--- src/rtl/sqrt_pkg.sv ---
// Shared types for the isqrt result buffer: widths, entry layout, root checker.
package sqrt_pkg;

    localparam int OP_W  = 8;
    localparam int RES_W = 4;

    typedef struct packed {
        logic [OP_W-1:0]  op;
        logic [RES_W-1:0] root;
        logic             err;
    } entry_t;

    // 9-bit math so (15+1)^2 = 256 is exact
    function automatic logic root_err(
        input logic [OP_W-1:0]  op,
        input logic [RES_W-1:0] r
    );
        logic [8:0] r9;
        logic [8:0] op9;
        logic [8:0] lo;
        logic [8:0] hi;
        r9  = {5'b0, r};
        op9 = {1'b0, op};
        lo  = r9 * r9;
        hi  = (r9 + 9'd1) * (r9 + 9'd1);
        return !(lo <= op9 && op9 < hi);
    endfunction

endpackage

--- src/rtl/sqrt_fifo.sv ---
// Result FIFO: synchronous write, registered head output, full/empty/count.
module sqrt_fifo
    import sqrt_pkg::*;
#(
    parameter int DEPTH = 4
) (
    input  logic                     clk,
    input  logic                     clr,
    input  logic                     push,
    input  logic                     pop,
    input  entry_t                   din,
    output entry_t                   dout,
    output logic                     full,
    output logic                     empty,
    output logic [$clog2(DEPTH):0]   count
);

    localparam int PW = $clog2(DEPTH);
    localparam int CW = PW + 1;

    entry_t          mem [DEPTH];
    logic [PW-1:0]   wr_ptr;
    logic [PW-1:0]   rd_ptr;
    logic [PW-1:0]   rd_next;
    logic [CW-1:0]   cnt_q;
    logic [CW-1:0]   cnt_next;
    entry_t          head_q;
    entry_t          head_next;
    logic            push_ok;
    logic            pop_ok;

    assign full    = (cnt_q == CW'(DEPTH));
    assign empty   = (cnt_q == '0);
    assign pop_ok  = pop && !empty;
    assign push_ok = push && (!full || pop_ok);
    assign rd_next = pop_ok ? rd_ptr + PW'(1) : rd_ptr;
    assign cnt_next = cnt_q + CW'(push_ok) - CW'(pop_ok);

    // head slot being written this cycle must bypass the array
    always_comb begin
        head_next = mem[rd_next];
        if (cnt_next == '0)
            head_next = '0;
        else if (push_ok && wr_ptr == rd_next)
            head_next = din;
    end

    always_ff @(posedge clk) begin
        if (push_ok && !clr)
            mem[wr_ptr] <= din;
    end

    always_ff @(posedge clk) begin
        if (clr) begin
            wr_ptr <= '0;
            rd_ptr <= '0;
            cnt_q  <= '0;
            head_q <= '0;
        end else begin
            if (push_ok)
                wr_ptr <= wr_ptr + PW'(1);
            rd_ptr <= rd_next;
            cnt_q  <= cnt_next;
            head_q <= head_next;
        end
    end

    assign dout  = head_q;
    assign count = cnt_q;

endmodule

--- src/rtl/sqrt_result_buffer.sv ---
// Pairs isqrt operands with roots and queues them for a consumer.
// Optional root checker enabled by defining SQRT_CHECK_EN.
module sqrt_result_buffer
    import sqrt_pkg::*;
#(
    parameter int DEPTH = 4
) (
    input  logic                    clk,
    input  logic                    clr,
    input  logic                    start,
    input  logic [OP_W-1:0]         a,
    input  logic [RES_W-1:0]        sq,
    input  logic                    valid,
    output logic                    out_valid,
    input  logic                    out_ready,
    output logic [OP_W-1:0]         out_a,
    output logic [RES_W-1:0]        out_sq,
    output logic                    out_err,
    output logic [$clog2(DEPTH):0]  count,
    output logic                    ovf,
    output logic                    lost
);

    localparam logic [0:0] S_IDLE = 1'b0;
    localparam logic [0:0] S_BUSY = 1'b1;

    logic [0:0]      state_q;
    logic [OP_W-1:0] op_q;
    logic            ovf_q;
    logic            lost_q;
    logic            do_push;
    logic            do_pop;
    logic            full;
    logic            empty;
    logic            chk_err;
    entry_t          din;
    entry_t          head;

    assign do_push = (state_q == S_BUSY) && valid;
    assign do_pop  = out_valid && out_ready;

`ifdef SQRT_CHECK_EN
    assign chk_err = root_err(op_q, sq);
`else
    // constant zero; the stored bit folds away
    assign chk_err = 1'b0;
`endif

    assign din.op   = op_q;
    assign din.root = sq;
    assign din.err  = chk_err;

    always_ff @(posedge clk) begin
        if (clr) begin
            state_q <= S_IDLE;
            op_q    <= '0;
            ovf_q   <= 1'b0;
            lost_q  <= 1'b0;
        end else begin
            unique case (state_q)
                S_IDLE: begin
                    if (start) begin
                        state_q <= S_BUSY;
                        op_q    <= a;
                    end
                end
                S_BUSY: begin
                    if (valid)
                        state_q <= S_IDLE;
                    if (start)
                        lost_q <= 1'b1;
                end
                default: state_q <= S_IDLE;
            endcase
            if (do_push && full && !do_pop)
                ovf_q <= 1'b1;
        end
    end

    sqrt_fifo #(
        .DEPTH (DEPTH)
    ) u_fifo (
        .clk   (clk),
        .clr   (clr),
        .push  (do_push),
        .pop   (do_pop),
        .din   (din),
        .dout  (head),
        .full  (full),
        .empty (empty),
        .count (count)
    );

    assign out_valid = !empty;
    assign out_a     = head.op;
    assign out_sq    = head.root;
    assign out_err   = head.err;
    assign ovf       = ovf_q;
    assign lost      = lost_q;

endmodule
--- config.mk ---
export PLATFORM = sky130hd
export DESIGN_NAME = sqrt_result_buffer
export DESIGN_NICKNAME = d
export VERILOG_FILES = /design/src/rtl/sqrt_pkg.sv /design/src/rtl/sqrt_fifo.sv /design/src/rtl/sqrt_result_buffer.sv
export SDC_FILE = /design/constraint.sdc
export NUM_CORES = 1
export LEC_CHECK = 0
export ABC_AREA = 0
export CORE_MARGIN = 5
export CORE_UTILIZATION = 30
export CTS_CLUSTER_DIAMETER = 200
export CTS_CLUSTER_SIZE = 25
export DETAILED_ROUTE_END_ITERATION = 10
export GPL_TIMING_DRIVEN = 0
export PLACE_DENSITY = 0.49
export SKIP_CTS_REPAIR_TIMING = 1
export SLEW_MARGIN = 20
export SYNTH_ARGS = -nofsm -noshare
export SYNTH_HDL_FRONTEND = slang
export SYNTH_HIERARCHICAL = 1
export SYNTH_SLANG_ARGS = --single-unit
--- constraint.sdc ---
create_clock -name clk -period 5.3 [get_ports clk]
set_input_delay 1.325 -clock clk [delete_from_list [all_inputs] [get_ports clk]]
set_output_delay 1.325 -clock clk [all_outputs]
set_load 0.05 [all_outputs]
==> Word-level counts from Yosys, hierarchy flattened <==
Memories as Yosys holds them, arrays and structs flattened. A register that Yosys moved wholly into a read port is not among the register bits.
Cells that the tools add are included.
{ "totals": {"out_inout_bits": 19, "elab_cells": 41, "ram_bits": 48, "ff_bits": 19, "n_memories": 1, "in_bits": 17} }
{ "classes": {"muxes": 6, "reduce_logical": 19, "eq_ne": 2, "add_sub_neg": 4, "bitwise_logic": 1} }
{ "mem_list": {"columns": ["memory", "words", "width", "rd", "rd_ports_with_merged_regs", "wr", "line", "rtl"], "rows": [
  ["u_fifo.mem", 4, 12, 1, 1, 1, "sqrt_fifo.sv:21", "entry_t mem [DEPTH];"]
]} }
{ "op_table": {"columns": ["cell", "n"], "rows": [
  ["1-bit logical AND", 8],
  ["3-bit logical NOT", 2],
  ["2-bit by 1-bit adder with 2-bit output, second input constant", 2],
  ["1-bit logical NOT", 4],
  ["1-bit 2-to-1 mux", 4],
  ["2-bit AND reduction", 2],
  ["3-bit by 1-bit adder with 3-bit output", 1],
  ["3-bit == test, second input constant", 1],
  ["3-bit OR reduction", 1],
  ["3-bit by 1-bit subtractor with 3-bit output", 1],
  ["2-bit == test", 1],
  ["2-bit 2-to-1 mux", 1],
  ["1-bit one-hot mux with 2 select lines", 1],
  ["2-bit OR reduction", 1],
  ["1-bit logical OR", 1],
  ["1-bit inverter", 1]
]} }

==> Depth between registers and ports, before layout <==
Gate-level depths: netlist of run 1.
{ "logic_depth": {"depth_word": 10, "depth_mapped": 13} }

==> Modules after synthesis <==
The synthesis of run 1 kept the hierarchy.
{ "modules_own_cells": {"columns": ["module", "cells_each", "n_inst", "seq_area_each_um2", "area_per_inst_um2"], "rows": [
  ["sqrt_fifo", 300, 1, 1961.9, 3588.4],
  ["sqrt_result_buffer", 51, 1, 220.2, 409.1]
]} }

==> Worst setup path after synthesis of run 1 <==
OpenSTA, ideal clock, no wires.
{ "synth_path": {"path_kind": "input -> register", "from": "input out_ready", "to": "register u_fifo.head_q, in the netlist u_fifo/dout[9]", "slack_ns": 1.494, "n_path_buf": 3, "stages": 12, "t_arrival_ns": 3.735, "setup_ns": 0.072, "cell_sequence": "nor2b_1 -> o31ai_1 -> buf_2 -> buf_2 -> nor2_1 -> fa_1 -> xor2_1 -> xnor2_1 -> a31oi_2 -> clkbuf_1 -> nand2_1 -> mux2i_1"} }
{ "synth_via": {"elab_chain_cells": 8} }
{ "synth_rtl": {"columns": ["item", "line", "rtl"], "rows": [
  ["from (decl)", "sqrt_result_buffer.sv:15", "input logic out_ready,"],
  ["1-bit logical AND (*)", "sqrt_result_buffer.sv:40", "assign do_pop = out_valid && out_ready;"],
  ["1-bit logical AND (*)", "sqrt_fifo.sv:34", "assign pop_ok = pop && !empty;"],
  ["1-bit logical OR", "sqrt_fifo.sv:35", "assign push_ok = push && (!full || pop_ok);"],
  ["1-bit logical AND", "sqrt_fifo.sv:35", null],
  ["3-bit by 1-bit adder with 3-bit output", "sqrt_fifo.sv:37", "assign cnt_next = cnt_q + CW'(push_ok) - CW'(pop_ok);"],
  ["3-bit by 1-bit subtractor with 3-bit output", "sqrt_fifo.sv:37", null],
  ["3-bit logical NOT", "sqrt_fifo.sv:42", "if (cnt_next == '0)"],
  ["2-bit OR reduction (no source line)", null, null],
  ["to (signal assigned)", "sqrt_fifo.sv:64", "head_q <= head_next;"],
  ["to (decl)", "sqrt_fifo.sv:27", "entry_t head_q;"]
]} }
Every way passes the cells marked *; elsewhere a longest branch is shown, timed or not.
A chain may end at the register's enable or synchronous reset.

==> Worst setup path in the final report of run 1 <==
{ "layout_path": {"from": "input out_ready", "to": "register u_fifo.head_q, in the netlist u_fifo/dout[5]"} }
{ "layout_via": {"elab_chain_cells": 8} }
{ "layout_rtl": {"columns": ["item", "line", "rtl"], "rows": [
  ["1-bit logical AND (*)", "sqrt_result_buffer.sv:40", null],
  ["net do_pop", "sqrt_result_buffer.sv:32", "logic do_pop;"],
  ["1-bit logical AND (*)", "sqrt_fifo.sv:34", null],
  ["1-bit logical OR", "sqrt_fifo.sv:35", null],
  ["1-bit logical AND", "sqrt_fifo.sv:35", null],
  ["3-bit by 1-bit adder with 3-bit output", "sqrt_fifo.sv:37", null],
  ["3-bit by 1-bit subtractor with 3-bit output", "sqrt_fifo.sv:37", null],
  ["3-bit logical NOT", "sqrt_fifo.sv:42", null],
  ["2-bit OR reduction (no source line)", null, null]
]} }
Mark *: on every way through the listed nets, which the timed path passes. The rest lies on a longest branch.

==> reports/results.txt, run 1 <==
Final setup viols - 0
flip-flop and latch area - 2180 µm²
die width - 125 µm
GR met3 Demand/Resource - 1.88%
placed insts - 566
# DRC - 0
Cell Pwr Density - 400 nW/µm²
CP required - 5.56 ns
Setup crit end kind - flop
M1 GR Usage - 19.8%
Rows - 42
grt peak-use layer - met2
crit path time final - 4.83 ns
initial core utilization - 30.4%
H-Tree Depth - 3
count leader, synth - edfxtp_1
first-pass GRT wire length - 17300 µm
Post-synth EDFFs - 52
# clock sinks - 83
Synth top area share - 39.1%
CTS tree - done
area of the core - 13100 µm²
Ys Warns - 6
initial antenna violation count - 0
Peak VDD IR - 0.159 mV
final wirelength - 11200 µm
Mapped Cells - 351
Worst Hold Class - reg -> reg
clock skew - 0.00397 ns
final core occ - 36.9%
synth cell count leaders - edfxtp_1 (52), nand2_1 (35), dfxtp_1 (31)
Worst Path Max Fanout - 10
synthesis-to-finish area growth - 21.1%
final global-route overflow total - 0
ANT cells - 0
CP arrival - 5.08 ns
final setup TNS - 0 ns
gr usage total - 14.5%
fin. max-slew vios - 0
Static Leak - 1.59 nW
GPL Wtd Cong - 0.788
RSZ-0062 raised after global routing - false
layout cell share with drive strength beyond 1 - 10.3%
top post-synthesis cells by area - edfxtp_1 (39%), dfxtp_1 (16%), mux2i_1 (6.5%)
WS Path Type - in -> reg
Avg WL per Cell - 19.2 µm
CTS Buf Count - 9
Hold Path Stages - 1
Yosys cell types - 46
flops & latches, synth - 83
Post-synth ARST share - 0%
reg2reg path depth - 13
syn avg cell area - 11.4 µm²
Starting DRT DRC Count - 162
fin cells - 582
number of global-route vias before repair - 3024
Critical Path Start Type - input port
clock transition at the registers of the reported paths - 0.06 ns
top cell type by total area after synthesis - edfxtp_1
via count - 2892
largest net degree at the start of global routing - 14
Final Hold Viols - 0
outcome - completed
antenna-violating nets left - 0
sequential area share after synthesis - 54.6%
Synth Flop Type - edfxtp_1
die area - 15700 µm²
multi-input logic area - 1680 µm²
placed inst area - 4590 µm²
Slowest cell on crit path - clkbuf_1
Slew HR - 42.2%
layout net count - 424
Skew-Pair Late Insertion Delay - 0.33 ns
Via-to-Cell Ratio - 4.97
Fillers - 1348
final worst path period share - 91.0%
dpl hpwl - 7110 µm
highest clock rate - 207 MHz
Slew @ Worst Pin - 0.867 ns
synthesized area - 4000 µm²
met2 Use GR - 22.3%
worst path cell trace - clkdlybuf4s50_1 > nor2b_1 > o31ai_2 > buf_2 > buf_2 > nor2_1 > fa_1 > xor2_1 > xnor2_1 > a31oi_2 > clkbuf_1 > nand2_1 > mux2i_1
I/O Pins - 36
max cap viols - 0
fin area - 4840 µm²
drt first pass iters - 5
maximum root-to-sink buffer count - 2
Root Driver - clkbuf_16
PortBufs - 35
most frequent CP cell - buf_2
Die Y - 125 µm
crit-path max cell delay - 0.55 ns
## cell usage in the layout (no fill, tap or decap), types with 2 or more instances in the layout
cell type	synthesis	layout
a21oi_1	10	10
and2_1	5	5
buf_1	2	2
buf_2	8	8
clkbuf_1	13	16
clkbuf_16	0	9
clkdlybuf4s50_1	0	35
clkinv_1	0	2
clkinv_2	0	2
conb_1	1	5
dfxtp_1	31	31
edfxtp_1	52	52
ha_1	5	5
inv_1	6	6
mux2_2	12	12
mux2i_1	26	26
nand2_1	35	35
nand2b_1	2	2
nand3_1	2	2
nand3b_1	12	12
nand4_1	12	12
nand4b_1	12	12
nor2_1	11	11
nor2b_1	3	3
nor3_1	3	3
o211ai_1	12	12
o21a_1	12	12
o21ai_0	26	26
or3_1	13	13
xnor2_1	4	4
xor2_1	2	2
## final timing paths
kind	from	to	slack (ns)
min reg2reg	ovf	ovf	0.48
max	out_ready	u_fifo/dout[5]	0.47
min	ovf	ovf	0.48
max reg2reg	u_fifo/count[1]	u_fifo/dout[5]	1.06
## metal layers
metal / share of wire (%) / wire length, µm / vias to the layer above
li1: - / - / 1387
met1: 47 / 5200 / 1408
met2: 47 / 5240 / 77
met3: 4.2 / 474 / 20
met4: 2.4 / 267 / 0
met5: 0 / 0 / -
## report_power, final
part | internal [W] | switching (W)
logic | 0.000194 | 0.000414
clock network | 0.000313 | 0.000240
registers | 0.000742 | 0.0000344
## area by class of cell
cell class | count | share of cell area [%]
flip-flops and latches | 83 | 45.1
inverters | 6 | 0.465
well taps | 176 | 4.55
plain buffers | 27 | 2.79
clock buffers | 12 | 4.88
multi-input cells | 239 | 34.7
clock inverters | 4 | 0.362
repair buffers | 35 | 7.24
## critical path: cells and delay by family
family | cells | cell delay (ns)
muxes | 1 | 0.15
and+or+nand+nor | 3 | 0.43
AOI/OAI and AO/OA | 2 | 0.77
buffers and inverters | 4 | 1.66
adders and majority gates | 1 | 0.41
xor gates and xnor gates | 2 | 0.32
## through the flow
stage | setup slack, ns | total power (W) | hold slack (ns)
final | 0.475 | 0.00194 | 0.482
after global routing | 0.168 | 0.00203 | 0.516
after CTS | 0.390 | 0.00196 | 0.484
after detailed placement | 0.0403 | 0.00140 | 0.458
after global placement | -0.0513 | 0.00140 | 0.455
after floorplan | 1.49 | 0.00118 | 0.474
## logic make-up after synthesis
group                      after synthesis  synth area share [%]
AOI/OAI and AO/OA                       69                  11.4
xor gates and xnor gates                 7                  2.00
adders and majority gates                6                  2.07
buffers and inverters                   33                  3.94
DFF                                     83                  54.6
muxes                                   38                  9.89
other                                    1                0.0938
and+or+nand+nor                        114                  16.1
## state kept, by name (all words and copies together) (netlist names)
| register | count |
|---|---|
| u_fifo/rd_ptr | 2 |
| u_fifo/dout | 13 |
| ovf | 1 |
| u_fifo/count | 3 |
| u_fifo/wr_ptr | 2 |
| lost | 1 |
| state_q | 1 |
| u_fifo/mem | 52 |
| op_q | 8 |
Note: power is estimated with default switching activity, not from simulation.
==> inputs of run 2 (changes only) <==
--- a/config.mk
+++ b/config.mk
@@ -7,12 +7,12 @@
 export LEC_CHECK = 0
 export ABC_AREA = 0
 export CORE_MARGIN = 5
-export CORE_UTILIZATION = 30
+export CORE_UTILIZATION = 62
 export CTS_CLUSTER_DIAMETER = 200
 export CTS_CLUSTER_SIZE = 25
 export DETAILED_ROUTE_END_ITERATION = 10
 export GPL_TIMING_DRIVEN = 0
-export PLACE_DENSITY = 0.49
+export PLACE_DENSITY = 0.87
 export SKIP_CTS_REPAIR_TIMING = 1
 export SLEW_MARGIN = 20
 export SYNTH_ARGS = -nofsm -noshare
==> run 2 against run 1 <==
Compared with the run above:
- non-clock buffer count stayed put
- register-to-register slack got worse by 0.06 ns
- critical path depth stayed put
- sequential cell count did not move
- die area down 48%
- clock-buffer cell count down 2
- worst setup slack worse by 0.0021 ns
- via count is 7.2% higher
- critical endpoint is now u_fifo/dout[11]
- largest power group unchanged
==> reports/results.txt, run 2 (same netlist as run 1, synthesis figures left out) <==
Skew-Pair Late Insertion Delay - 0.36 ns (+0.03 ns)
gr usage total - 24.9% (+10 points)
CTS Buf Count - 9 (unchanged)
die area - 8150 µm² (-48%)
Cell Pwr Density - 383 nW/µm² (-4.3%)
largest net degree at the start of global routing - 15 (+1)
Buf/Inv on CP - 4 (unchanged)
Reg with most FFs - u_fifo/mem
most frequent cells in the layout - edfxtp_1 (52), nand2_1 (35), clkdlybuf4s50_1 (35), dfxtp_1 (31)
I/O Pins - 36 (unchanged)
drt first pass iters - 5 (unchanged)
WP depth - 13 (unchanged)
crit-path max cell delay - 0.56 ns (about the same)
Setup crit end kind - flop
CP required - 5.58 ns (+0.02 ns)
CTS tree - done
Critical Path Start Type - input port
max cap viols - 0 (unchanged)
most common cell after layout, fill and taps aside - edfxtp_1
WS Path Type - in -> reg
most frequent CP cell - buf_2
Die Y - 90.3 µm (-28%)
clock skew - 0.0113 ns (+0.00733 ns)
Fillers - 454 (-66%)
outcome - completed
layout cell share with drive strength beyond 1 - 11.1% (+0.74 points)
Hold Path Stages - 2 (+1)
Slew @ Worst Pin - 0.840 ns (-0.0271 ns)
Final Hold Viols - 0 (unchanged)
GPL Wtd Cong - 0.841 (+6.8%)
Peak VDD IR - 0.389 mV (+140%)
final global-route overflow total - 0 (unchanged)
CP arrival - 5.11 ns (+0.03 ns)
highest clock rate - 207 MHz (about the same)
dpl hpwl - 6310 µm (-11%)
Slowest cell on crit path - clkbuf_1
crit path time final - 4.83 ns (+0.00208 ns)
die width - 90.3 µm (-28%)
number of global-route vias before repair - 3191 (+5.5%)
antenna-violating nets left - 0 (unchanged)
Overall Power - 0.00177 W (-8.6%)
first-pass GRT wire length - 15900 µm (-8.1%)
PortBufs - 35 (unchanged)
# DRC - 0 (unchanged)
Worst Hold Class - reg -> reg
area of the core - 6310 µm² (-52%)
clock transition at the registers of the reported paths - 0.09 ns (+0.03 ns)
Static Leak - 1.54 nW (-2.9%)
Starting DRT DRC Count - 432 (+170%)
Largest register FFs - 52 (unchanged)
cell family with most CP delay - buffers and inverters
reg2reg path depth - 13 (unchanged)
Via-to-Cell Ratio - 6.42 (+29%)
multi-input logic area - 1680 µm² (unchanged)
layout net count - 424 (unchanged)
Rows - 29 (-31%)
fin. max-slew vios - 0 (unchanged)
final worst path period share - 91.1% (about the same)
final setup TNS - 0 ns (unchanged)
H-Tree Depth - 3 (unchanged)
maximum root-to-sink buffer count - 2 (unchanged)
Slew HR - 44.0% (+1.8 points)
final wirelength - 10000 µm (-11%)
worst path cell trace - clkdlybuf4s50_1 > nor2b_1 > o31ai_2 > buf_2 > buf_2 > nor2_1 > fa_1 > xor2_1 > xnor2_1 > a31oi_2 > clkbuf_1 > nand2_1 > mux2i_1
Avg WL per Cell - 20.7 µm (+7.8%)
ANT cells - 0 (unchanged)
via count - 3099 (+7.2%)
initial antenna violation count - 0 (unchanged)
Worst Path Max Fanout - 10 (unchanged)
flip-flop and latch area - 2180 µm² (unchanged)
synthesis-to-finish area growth - 15.7%
RSZ-0062 raised after global routing - false
# clock sinks - 83 (unchanged)
initial core utilization - 63.3% (+33 points)
Final setup viols - 0 (unchanged)
Root Driver - clkbuf_8
[run 2: per-stage QoR]
step	hold slack, ns	utilization, %	instances	setup WS [ns]	area [µm²]
after floorplan	0.474	-	355	1.49	4010
after global placement	0.454	70.6	467	0.239	4460
after detailed placement	0.461	70.7	467	0.139	4460
after CTS	0.484	73.3	483	0.501	4630
after global routing	0.520	73.3	483	0.130	4630
final	0.488	73.3	483	0.473	4630
[run 2: layout make-up]
class,instances,area share [%]
Buffer,27,2.92
Clock buffer,10,2.76
Clock inverter,6,0.730
Inverter,6,0.487
Multi-Input combinational cell,239,36.3
Sequential cell,83,47.2
Tap cell,77,2.08
Timing Repair Buffer,35,7.57
[run 2: path summary, 6_finish.rpt]
kind	from	endpoint	slack [ns]
worst min-delay path	lost	lost	0.49
worst max-delay path	out_ready	u_fifo/dout[11]	0.47
worst max register to register	u_fifo/count[1]	u_fifo/dout[11]	1.00
worst min register to register	lost	lost	0.49
[run 2: per-layer routing]
| layer | vias up | GRT usage, % | wire length [µm] |
|---|---|---|---|
| met5 | - | 0 | 0 |
| met4 | 0 | 16.3 | 354 |
| met3 | 35 | 6.17 | 1080 |
| met2 | 233 | 38.6 | 4700 |
| met1 | 1440 | 30.8 | 3860 |
| li1 | 1391 | - | - |
[run 2: tightest hold or removal path, stage by stage (launching register included)]
cell	delay [ns]
dfxtp_1	0.33
a21oi_1	0.04
nor2_1	0.08
[run 2: power by group]
part           switching (W)  internal (W)
registers          0.0000344      0.000741
logic               0.000415      0.000194
clock network       0.000221      0.000166
